File: src/rtl/pio_pkg.sv
// Shared types and widths for the PIO arbiter slice.
package pio_pkg;

    localparam int unsigned PIO_ADDR_W = 16;
    localparam int unsigned PIO_DATA_W = 32;

    typedef enum logic [1:0] {
        IDLE    = 2'd0,
        CMD     = 2'd1,
        WAIT_RD = 2'd2,
        RESP    = 2'd3
    } pio_arb_state_e;

    typedef struct packed {
        logic [PIO_ADDR_W-1:0] addr;
        logic [PIO_DATA_W-1:0] data_w;
        logic                  rw;
    } pio_cmd_t;

    // Timeout counter width; a zero timeout still needs one bit of storage.
    function automatic int unsigned cnt_width(input int unsigned timeout);
        return (timeout == 0) ? 1 : $clog2(timeout + 1);
    endfunction

endpackage

File: src/rtl/pio_arbiter_if.sv
// Requester-side and PIO-bus-side signals of the shared PIO master port.
interface pio_arbiter_if
    import pio_pkg::*;
#(
    parameter int unsigned NUM_REQ = 4
) ();

    logic [NUM_REQ-1:0]            req_vld;
    logic [NUM_REQ*PIO_ADDR_W-1:0] req_addr;
    logic [NUM_REQ*PIO_DATA_W-1:0] req_data_w;
    logic [NUM_REQ-1:0]            req_rw;
    logic [NUM_REQ-1:0]            req_ack;
    logic [NUM_REQ-1:0]            rsp_vld;
    logic [PIO_DATA_W-1:0]         rsp_data;
    logic                          rsp_err;

    logic                          cmd_vld;
    logic [PIO_ADDR_W-1:0]         addr;
    logic [PIO_DATA_W-1:0]         data_w;
    logic                          rw;
    logic [PIO_DATA_W-1:0]         data_r;
    logic                          rd_vld;

    // Arbiter view: owns the bus command and the requester responses.
    modport master (
        input  req_vld, req_addr, req_data_w, req_rw, data_r, rd_vld,
        output req_ack, rsp_vld, rsp_data, rsp_err, cmd_vld, addr, data_w, rw
    );

    // Environment view: requesters plus the PIO slave.
    modport slave (
        output req_vld, req_addr, req_data_w, req_rw, data_r, rd_vld,
        input  req_ack, rsp_vld, rsp_data, rsp_err, cmd_vld, addr, data_w, rw
    );

endinterface

File: src/rtl/rr_picker.sv
// Combinational rotate-priority select: first set request at or after ptr, wrapping.
module rr_picker #(
    parameter  int unsigned NUM_REQ = 4,
    localparam int unsigned IDX_W   = $clog2(NUM_REQ)
) (
    input  logic [NUM_REQ-1:0] req,
    input  logic [IDX_W-1:0]   ptr,
    output logic               valid_c,
    output logic [IDX_W-1:0]   idx_c
);

    localparam int unsigned SUM_W = IDX_W + 1;

    logic [SUM_W-1:0] sum;

    // Walk offsets from farthest to nearest so the nearest hit is written last.
    always_comb begin
        valid_c = |req;
        idx_c   = '0;
        sum     = '0;
        for (int off = NUM_REQ - 1; off >= 0; off--) begin
            sum = {1'b0, ptr} + SUM_W'(off);
            if (sum >= SUM_W'(NUM_REQ)) begin
                sum = sum - SUM_W'(NUM_REQ);
            end
            if (req[sum[IDX_W-1:0]]) begin
                idx_c = sum[IDX_W-1:0];
            end
        end
    end

endmodule

File: src/rtl/pio_arbiter.sv
// Round-robin arbiter/sequencer sharing one PIO master port between NUM_REQ requesters;
// one command outstanding, read timeout reported through rsp_err.
module pio_arbiter
    import pio_pkg::*;
#(
    parameter int unsigned NUM_REQ = 4,
    parameter int unsigned TIMEOUT = 64
) (
    input  logic          clk,
    input  logic          reset,
    pio_arbiter_if.master bus
);

    localparam int unsigned      IDX_W    = $clog2(NUM_REQ);
    localparam int unsigned      CNT_W    = cnt_width(TIMEOUT);
    localparam logic [CNT_W-1:0] CNT_LAST = (TIMEOUT == 0) ? '0 : CNT_W'(TIMEOUT - 1);

    pio_arb_state_e        state_q,    state_d;
    logic [IDX_W-1:0]      grant_q,    grant_d;
    logic [IDX_W-1:0]      rr_ptr_q,   rr_ptr_d;
    logic [CNT_W-1:0]      cnt_q,      cnt_d;
    pio_cmd_t              cmd_q,      cmd_d;
    logic                  cmd_vld_q,  cmd_vld_d;
    logic [NUM_REQ-1:0]    req_ack_q,  req_ack_d;
    logic [NUM_REQ-1:0]    rsp_vld_q,  rsp_vld_d;
    logic [PIO_DATA_W-1:0] rsp_data_q, rsp_data_d;
    logic                  rsp_err_q,  rsp_err_d;

    logic                  pick_valid_c;
    logic [IDX_W-1:0]      pick_idx_c;
    logic                  timeout_hit_c;
    pio_cmd_t              req_cmd [NUM_REQ];

    for (genvar i = 0; i < NUM_REQ; i++) begin : g_req
        assign req_cmd[i] = '{
            addr:   bus.req_addr[PIO_ADDR_W*i +: PIO_ADDR_W],
            data_w: bus.req_data_w[PIO_DATA_W*i +: PIO_DATA_W],
            rw:     bus.req_rw[i]
        };
    end

    rr_picker #(
        .NUM_REQ (NUM_REQ)
    ) u_picker (
        .req     (bus.req_vld),
        .ptr     (rr_ptr_q),
        .valid_c (pick_valid_c),
        .idx_c   (pick_idx_c)
    );

    // A zero TIMEOUT disables the limit entirely.
    assign timeout_hit_c = (TIMEOUT != 0) && (cnt_q == CNT_LAST);

    // State and all registered outputs.
    always_ff @(posedge clk or posedge reset) begin
        if (reset) begin
            state_q    <= IDLE;
            grant_q    <= '0;
            rr_ptr_q   <= '0;
            cnt_q      <= '0;
            cmd_q      <= '0;
            cmd_vld_q  <= 1'b0;
            req_ack_q  <= '0;
            rsp_vld_q  <= '0;
            rsp_data_q <= '0;
            rsp_err_q  <= 1'b0;
        end else begin
            state_q    <= state_d;
            grant_q    <= grant_d;
            rr_ptr_q   <= rr_ptr_d;
            cnt_q      <= cnt_d;
            cmd_q      <= cmd_d;
            cmd_vld_q  <= cmd_vld_d;
            req_ack_q  <= req_ack_d;
            rsp_vld_q  <= rsp_vld_d;
            rsp_data_q <= rsp_data_d;
            rsp_err_q  <= rsp_err_d;
        end
    end

    always_comb begin
        state_d = state_q;
        case (state_q)
            IDLE:    if (pick_valid_c) state_d = CMD;
            CMD:     state_d = cmd_q.rw ? RESP : WAIT_RD;
            WAIT_RD: if (bus.rd_vld || timeout_hit_c) state_d = RESP;
            RESP:    state_d = IDLE;
            default: state_d = IDLE;
        endcase
    end

    // Next values of the output/data registers, so each output is valid in the state it belongs to.
    always_comb begin
        grant_d    = grant_q;
        rr_ptr_d   = rr_ptr_q;
        cnt_d      = cnt_q;
        cmd_d      = cmd_q;
        cmd_vld_d  = 1'b0;
        req_ack_d  = '0;
        rsp_vld_d  = '0;
        rsp_data_d = rsp_data_q;
        rsp_err_d  = rsp_err_q;
        case (state_q)
            IDLE: begin
                if (pick_valid_c) begin
                    grant_d               = pick_idx_c;
                    cmd_d                 = req_cmd[pick_idx_c];
                    cmd_vld_d             = 1'b1;
                    req_ack_d[pick_idx_c] = 1'b1;
                end
            end
            CMD: begin
                cnt_d = '0;
                if (cmd_q.rw) begin
                    rsp_vld_d[grant_q] = 1'b1;
                    rsp_data_d         = '0;
                    rsp_err_d          = 1'b0;
                end
            end
            WAIT_RD: begin
                if (bus.rd_vld) begin
                    rsp_vld_d[grant_q] = 1'b1;
                    rsp_data_d         = bus.data_r;
                    rsp_err_d          = 1'b0;
                end else if (timeout_hit_c) begin
                    rsp_vld_d[grant_q] = 1'b1;
                    rsp_data_d         = '0;
                    rsp_err_d          = 1'b1;
                end else begin
                    cnt_d = cnt_q + 1'b1;
                end
            end
            RESP: begin
                rr_ptr_d = (grant_q == IDX_W'(NUM_REQ - 1)) ? '0 : grant_q + 1'b1;
            end
            default: ;
        endcase
    end

    assign bus.cmd_vld  = cmd_vld_q;
    assign bus.addr     = cmd_q.addr;
    assign bus.data_w   = cmd_q.data_w;
    assign bus.rw       = cmd_q.rw;
    assign bus.req_ack  = req_ack_q;
    assign bus.rsp_vld  = rsp_vld_q;
    assign bus.rsp_data = rsp_data_q;
    assign bus.rsp_err  = rsp_err_q;

endmodule

File: src/flat_wrapper.sv
// flat-port wrapper written by rule: the top's interface ports become plain ports
module pio_arbiter_flat import pio_pkg::*;
#(
    parameter int unsigned NUM_REQ = 4,
    parameter int unsigned TIMEOUT = 64
)
  (clk, reset, bus_req_vld, bus_req_addr, bus_req_data_w, bus_req_rw, bus_data_r, bus_rd_vld, bus_req_ack, bus_rsp_vld, bus_rsp_data, bus_rsp_err, bus_cmd_vld, bus_addr, bus_data_w, bus_rw);
  pio_arbiter_if #(.NUM_REQ(NUM_REQ)) bus_i ();
  input  logic clk;
  input  logic reset;
  input wire logic [$bits(bus_i.req_vld)-1:0] bus_req_vld;
  input wire logic [$bits(bus_i.req_addr)-1:0] bus_req_addr;
  input wire logic [$bits(bus_i.req_data_w)-1:0] bus_req_data_w;
  input wire logic [$bits(bus_i.req_rw)-1:0] bus_req_rw;
  input wire logic [$bits(bus_i.data_r)-1:0] bus_data_r;
  input wire logic [$bits(bus_i.rd_vld)-1:0] bus_rd_vld;
  output wire logic [$bits(bus_i.req_ack)-1:0] bus_req_ack;
  output wire logic [$bits(bus_i.rsp_vld)-1:0] bus_rsp_vld;
  output wire logic [$bits(bus_i.rsp_data)-1:0] bus_rsp_data;
  output wire logic [$bits(bus_i.rsp_err)-1:0] bus_rsp_err;
  output wire logic [$bits(bus_i.cmd_vld)-1:0] bus_cmd_vld;
  output wire logic [$bits(bus_i.addr)-1:0] bus_addr;
  output wire logic [$bits(bus_i.data_w)-1:0] bus_data_w;
  output wire logic [$bits(bus_i.rw)-1:0] bus_rw;
  assign bus_i.req_vld = bus_req_vld;
  assign bus_i.req_addr = bus_req_addr;
  assign bus_i.req_data_w = bus_req_data_w;
  assign bus_i.req_rw = bus_req_rw;
  assign bus_i.data_r = bus_data_r;
  assign bus_i.rd_vld = bus_rd_vld;
  assign bus_req_ack = bus_i.req_ack;
  assign bus_rsp_vld = bus_i.rsp_vld;
  assign bus_rsp_data = bus_i.rsp_data;
  assign bus_rsp_err = bus_i.rsp_err;
  assign bus_cmd_vld = bus_i.cmd_vld;
  assign bus_addr = bus_i.addr;
  assign bus_data_w = bus_i.data_w;
  assign bus_rw = bus_i.rw;
  pio_arbiter #(.NUM_REQ(NUM_REQ), .TIMEOUT(TIMEOUT)) u_core (.clk(clk), .reset(reset), .bus(bus_i));
endmodule
File: config.mk
export PLATFORM = sky130hd
export DESIGN_NAME = pio_arbiter_flat
export DESIGN_NICKNAME = d
export VERILOG_FILES = /design/src/rtl/pio_pkg.sv /design/src/rtl/pio_arbiter_if.sv /design/src/rtl/rr_picker.sv /design/src/rtl/pio_arbiter.sv /design/src/flat_wrapper.sv
export SDC_FILE = /design/constraint.sdc
export NUM_CORES = 1
export LEC_CHECK = 0
export CORE_MARGIN = 5
export CORE_UTILIZATION = 44
export CTS_CLUSTER_DIAMETER = 40
export DETAILED_ROUTE_END_ITERATION = 10
export PLACE_DENSITY = 0.94
export SYNTH_ARGS = -nofsm -noshare
export SYNTH_HDL_FRONTEND = slang
export SYNTH_SLANG_ARGS = --single-unit
File: constraint.sdc
create_clock -name clk -period 6.9 [get_ports clk]
set_input_delay 0.69 -clock clk [delete_from_list [all_inputs] [get_ports clk]]
set_output_delay 0.69 -clock clk [all_outputs]
set_load 0.005 [all_outputs]
==> results by group <==
Clock tree
  – Root buf cell: clkbuf_16
  – Post-CTS sizing: 0
  – Clock latency on the worst-skew pair: 0.36 ns
  – Clock buffer depth: 2
  – Num Clock Sinks: 104
  – H-tree depth: 3
  – CTS tree: yes
  – Clock edge transition at the registers on the reported setup and hold paths: 0.08 ns
  – Num CTS Buffers: 9
  – Setup Fix Bufs, Post-CTS: 0
  – # hold bufs at CTS: 0

Floorplanning
  – Die Y: 129 µm
  – Top-Level Pins: 326
  – Starting density of the core: 45.0%
  – Die Wd: 129 µm
  – Core ar.: 0.0139 mm²
  – Row count: 43
  – DIE AREA: 0.0167 mm²

Drt
  – Vias per inst: 5.32
  – Routed Antenna Nets: 0
  – DRC Markers: 0
  – Final WL: 21300 µm
  – Routed len/inst: 20.1 µm
  – Detailed Routing Iterations Pass 1: 4
  – Detailed-route via count: 5621
  – Initial DRC count: 264

Power
  – Tot Pwr: 3510 µW
  – Peak VDD IR: 197 µV
  – PwrDens: 361 mW/mm²
  – Leak: 0.00398 µW

STA
  – Max transition margin: 15.9%
  – Final worst path period share: 55.1%
  – Fmax: 263 MHz
  – Shortest period the worst path allows: 3.80 ns
  – Final hold viol count: 0
  – Final Setup Violations: 0
  – Max-slew violation count: 0
  – Setup TNS: 0 ns
  – Unrepaired setup endpoints after global routing: no
  – Worst Tran Pin Value: 1.26 ns
  – Clock Skew: 0.0115 ns

Finish
  – Commonest non-fill, non-tap cells in the layout: clkdlybuf4s50_1, dfrtp_1, a211oi_2
  – Commonest non-fill, non-tap cell in the layout: clkdlybuf4s50_1
  – Final core occ: 69.9%
  – Fillers: 1028
  – Area Overhead vs Synth: 55.6%
  – Storage cell area: 0.00260 mm²
  – Final Net Count: 1116
  – Multi-input logic area: 0.00313 mm²
  – Layout cell share with drive strength beyond 1: 14.7%
  – Antenna Cells: 0

Worst setup path
  – Worst path required time: 7.10 ns
  – Crit end category: flop
  – CP Max Fanout: 102
  – Crit Path Class: primary input to flop
  – Crit start category: primary input
  – Critical Path AT: 4.00 ns

GRT
  – M1 GR Usage: 29.0%
  – Met2 usage in global routing: 43.0%
  – Global Route Usage Sum: 24.4%
  – Grt ovf: 0
  – First-pass GRT wire length: 31500 µm
  – GRT busiest layer: met2
  – GR met3 Demand/Resource: 5.03%
  – Vias in the first global route: 5798
  – Initial antenna violation count: 0
  – Largest net degree at the start of global routing: 103

Yosys
  – Average size of a mapped cell: 10.7 µm²
  – Most common flop cell mapped by yosys: dfrtp_1
  – Post-Syn Nets: 825
  – Seq/Total Area, Yosys: 41.7%
  – EDFF count, synth: 0
  – Yosys Warn Count: 0
  – Mapped cell area: 0.00624 mm²
  – Asr flop ratio synth: 100%
  – Synth cell types: 46
  – Flops & latches, synth: 104
  – Syn Inst Count: 581

Status
  – Status: finished clean

Flow run
  – Max-cap violations: 0

Place
  – DP HPWL: 15700 µm
  – RePlAce Congestion: 0.876
  – Buffers on Ports: 325

Hold path
  – Hold Path Class: flop to flop
## state kept, by name, summed over array words and instances (netlist names)
name                 count
u_core.bus.data_w       32
u_core.bus.rsp_data     32
u_core.bus.addr         16
u_core.cnt_q             7
u_core.bus.req_ack       4
u_core.bus.rsp_vld       4
u_core.grant_q           2
u_core.rr_ptr_q          2
u_core.state_q           2
u_core.bus.cmd_vld       1
u_core.bus.rsp_err       1
u_core.bus.rw            1
## worst paths after layout
check / cells after the start / slack, ns / start / to
max in group asynchronous: 3 / 4.88 / reset / u_core.bus.data_w[23]
min in group asynchronous: 2 / 0.76 / reset / u_core.bus.rsp_data[2]
worst min register to register: 1 / 0.50 / u_core.cnt_q[4] / u_core.cnt_q[4]
worst max register to register: 5 / 3.59 / u_core.rr_ptr_q[1] / u_core.bus.data_w[6]
worst min-delay path: 1 / 0.50 / u_core.cnt_q[4] / u_core.cnt_q[4]
worst max-delay path: 6 / 3.10 / bus_req_vld[1] / u_core.bus.data_w[6]
## critical path, cell delays in order
cell and delay (ns):
clkdlybuf4s50_1 0.55, a21boi_2 0.24, a2bb2oi_4 0.93, nand2_8 0.71
mux2i_1 0.59, a211oi_2 0.12
## cells in the mapped netlist, types with 2 or more instances
master    instances  area share, %
o21ai_1          10           0.80
dfrtp_1         104             42
ha_1              9            1.8
buf_6             9            1.6
buf_12            3           0.96
a221oi_2          2           0.48
nor2_1           50            3.0
buf_4             7           0.84
clkbuf_1         19            1.1
nand4_1           3           0.30
a211oi_2         94             19
a21oi_1           5           0.40
a211oi_1          3           0.36
a21boi_0          2           0.24
mux2i_1          50            8.0
buf_2             6           0.48
and3_1           51            5.1
clkbuf_8          2           0.44
inv_1            41            2.5
and2_1            8           0.80
nand2_1          11           0.66
nand3_1          35            2.8
nand2b_1          3           0.30
o21ai_0          30            2.4
nor2b_1           2           0.20
nand2_2           2           0.20
## layout make-up
cell class | instances | share of cell area, %
Tap cell | 180 | 2.32
Sequential cell | 104 | 26.8
Timing Repair Buffer | 328 | 33.7
Clock buffer | 9 | 2.32
Multi-Input combinational cell | 387 | 32.3
Inverter | 42 | 1.68
Clock inverter | 7 | 0.876
## power breakdown
part / switching, µW / total (µW) / internal [µW]
logic: 967 / 1930 / 959
registers: 158 / 1030 / 876
clock network: 257 / 547 / 290
## stage by stage
stage / hold WS, ns / worst slack [ns] / area [µm²] / instances
final: 0.496 / 3.10 / 9710 / 1057
after global routing: 0.535 / 2.99 / 9710 / 1057
after CTS: 0.491 / 3.19 / 9710 / 1057
after detailed placement: 0.481 / 2.80 / 9400 / 1041
after global placement: 0.468 / 2.90 / 9400 / 1041
after floorplan: 0.449 / 3.48 / 6240 / 581
## kinds of logic after synthesis
family                     Yosys count  synth area share [%]
adders and majority gates            9                  1.80
muxes                               52                  8.38
and+or+nand+nor                    171                  14.3
xor gates and xnor gates             1                 0.140
AOI/OAI and AO/OA                  154                  25.3
buffers and inverters               90                  8.42
DFF                                104                  41.7
## layer usage
| layer | vias to the layer above | wire length, µm |
|---|---|---|
| met5 | - | 0 |
| li1 | 2663 | - |
| met2 | 244 | 10900 |
| met1 | 2676 | 8180 |
| met3 | 38 | 1600 |
| met4 | 0 | 635 |
Power figures use the tool's default switching activity.
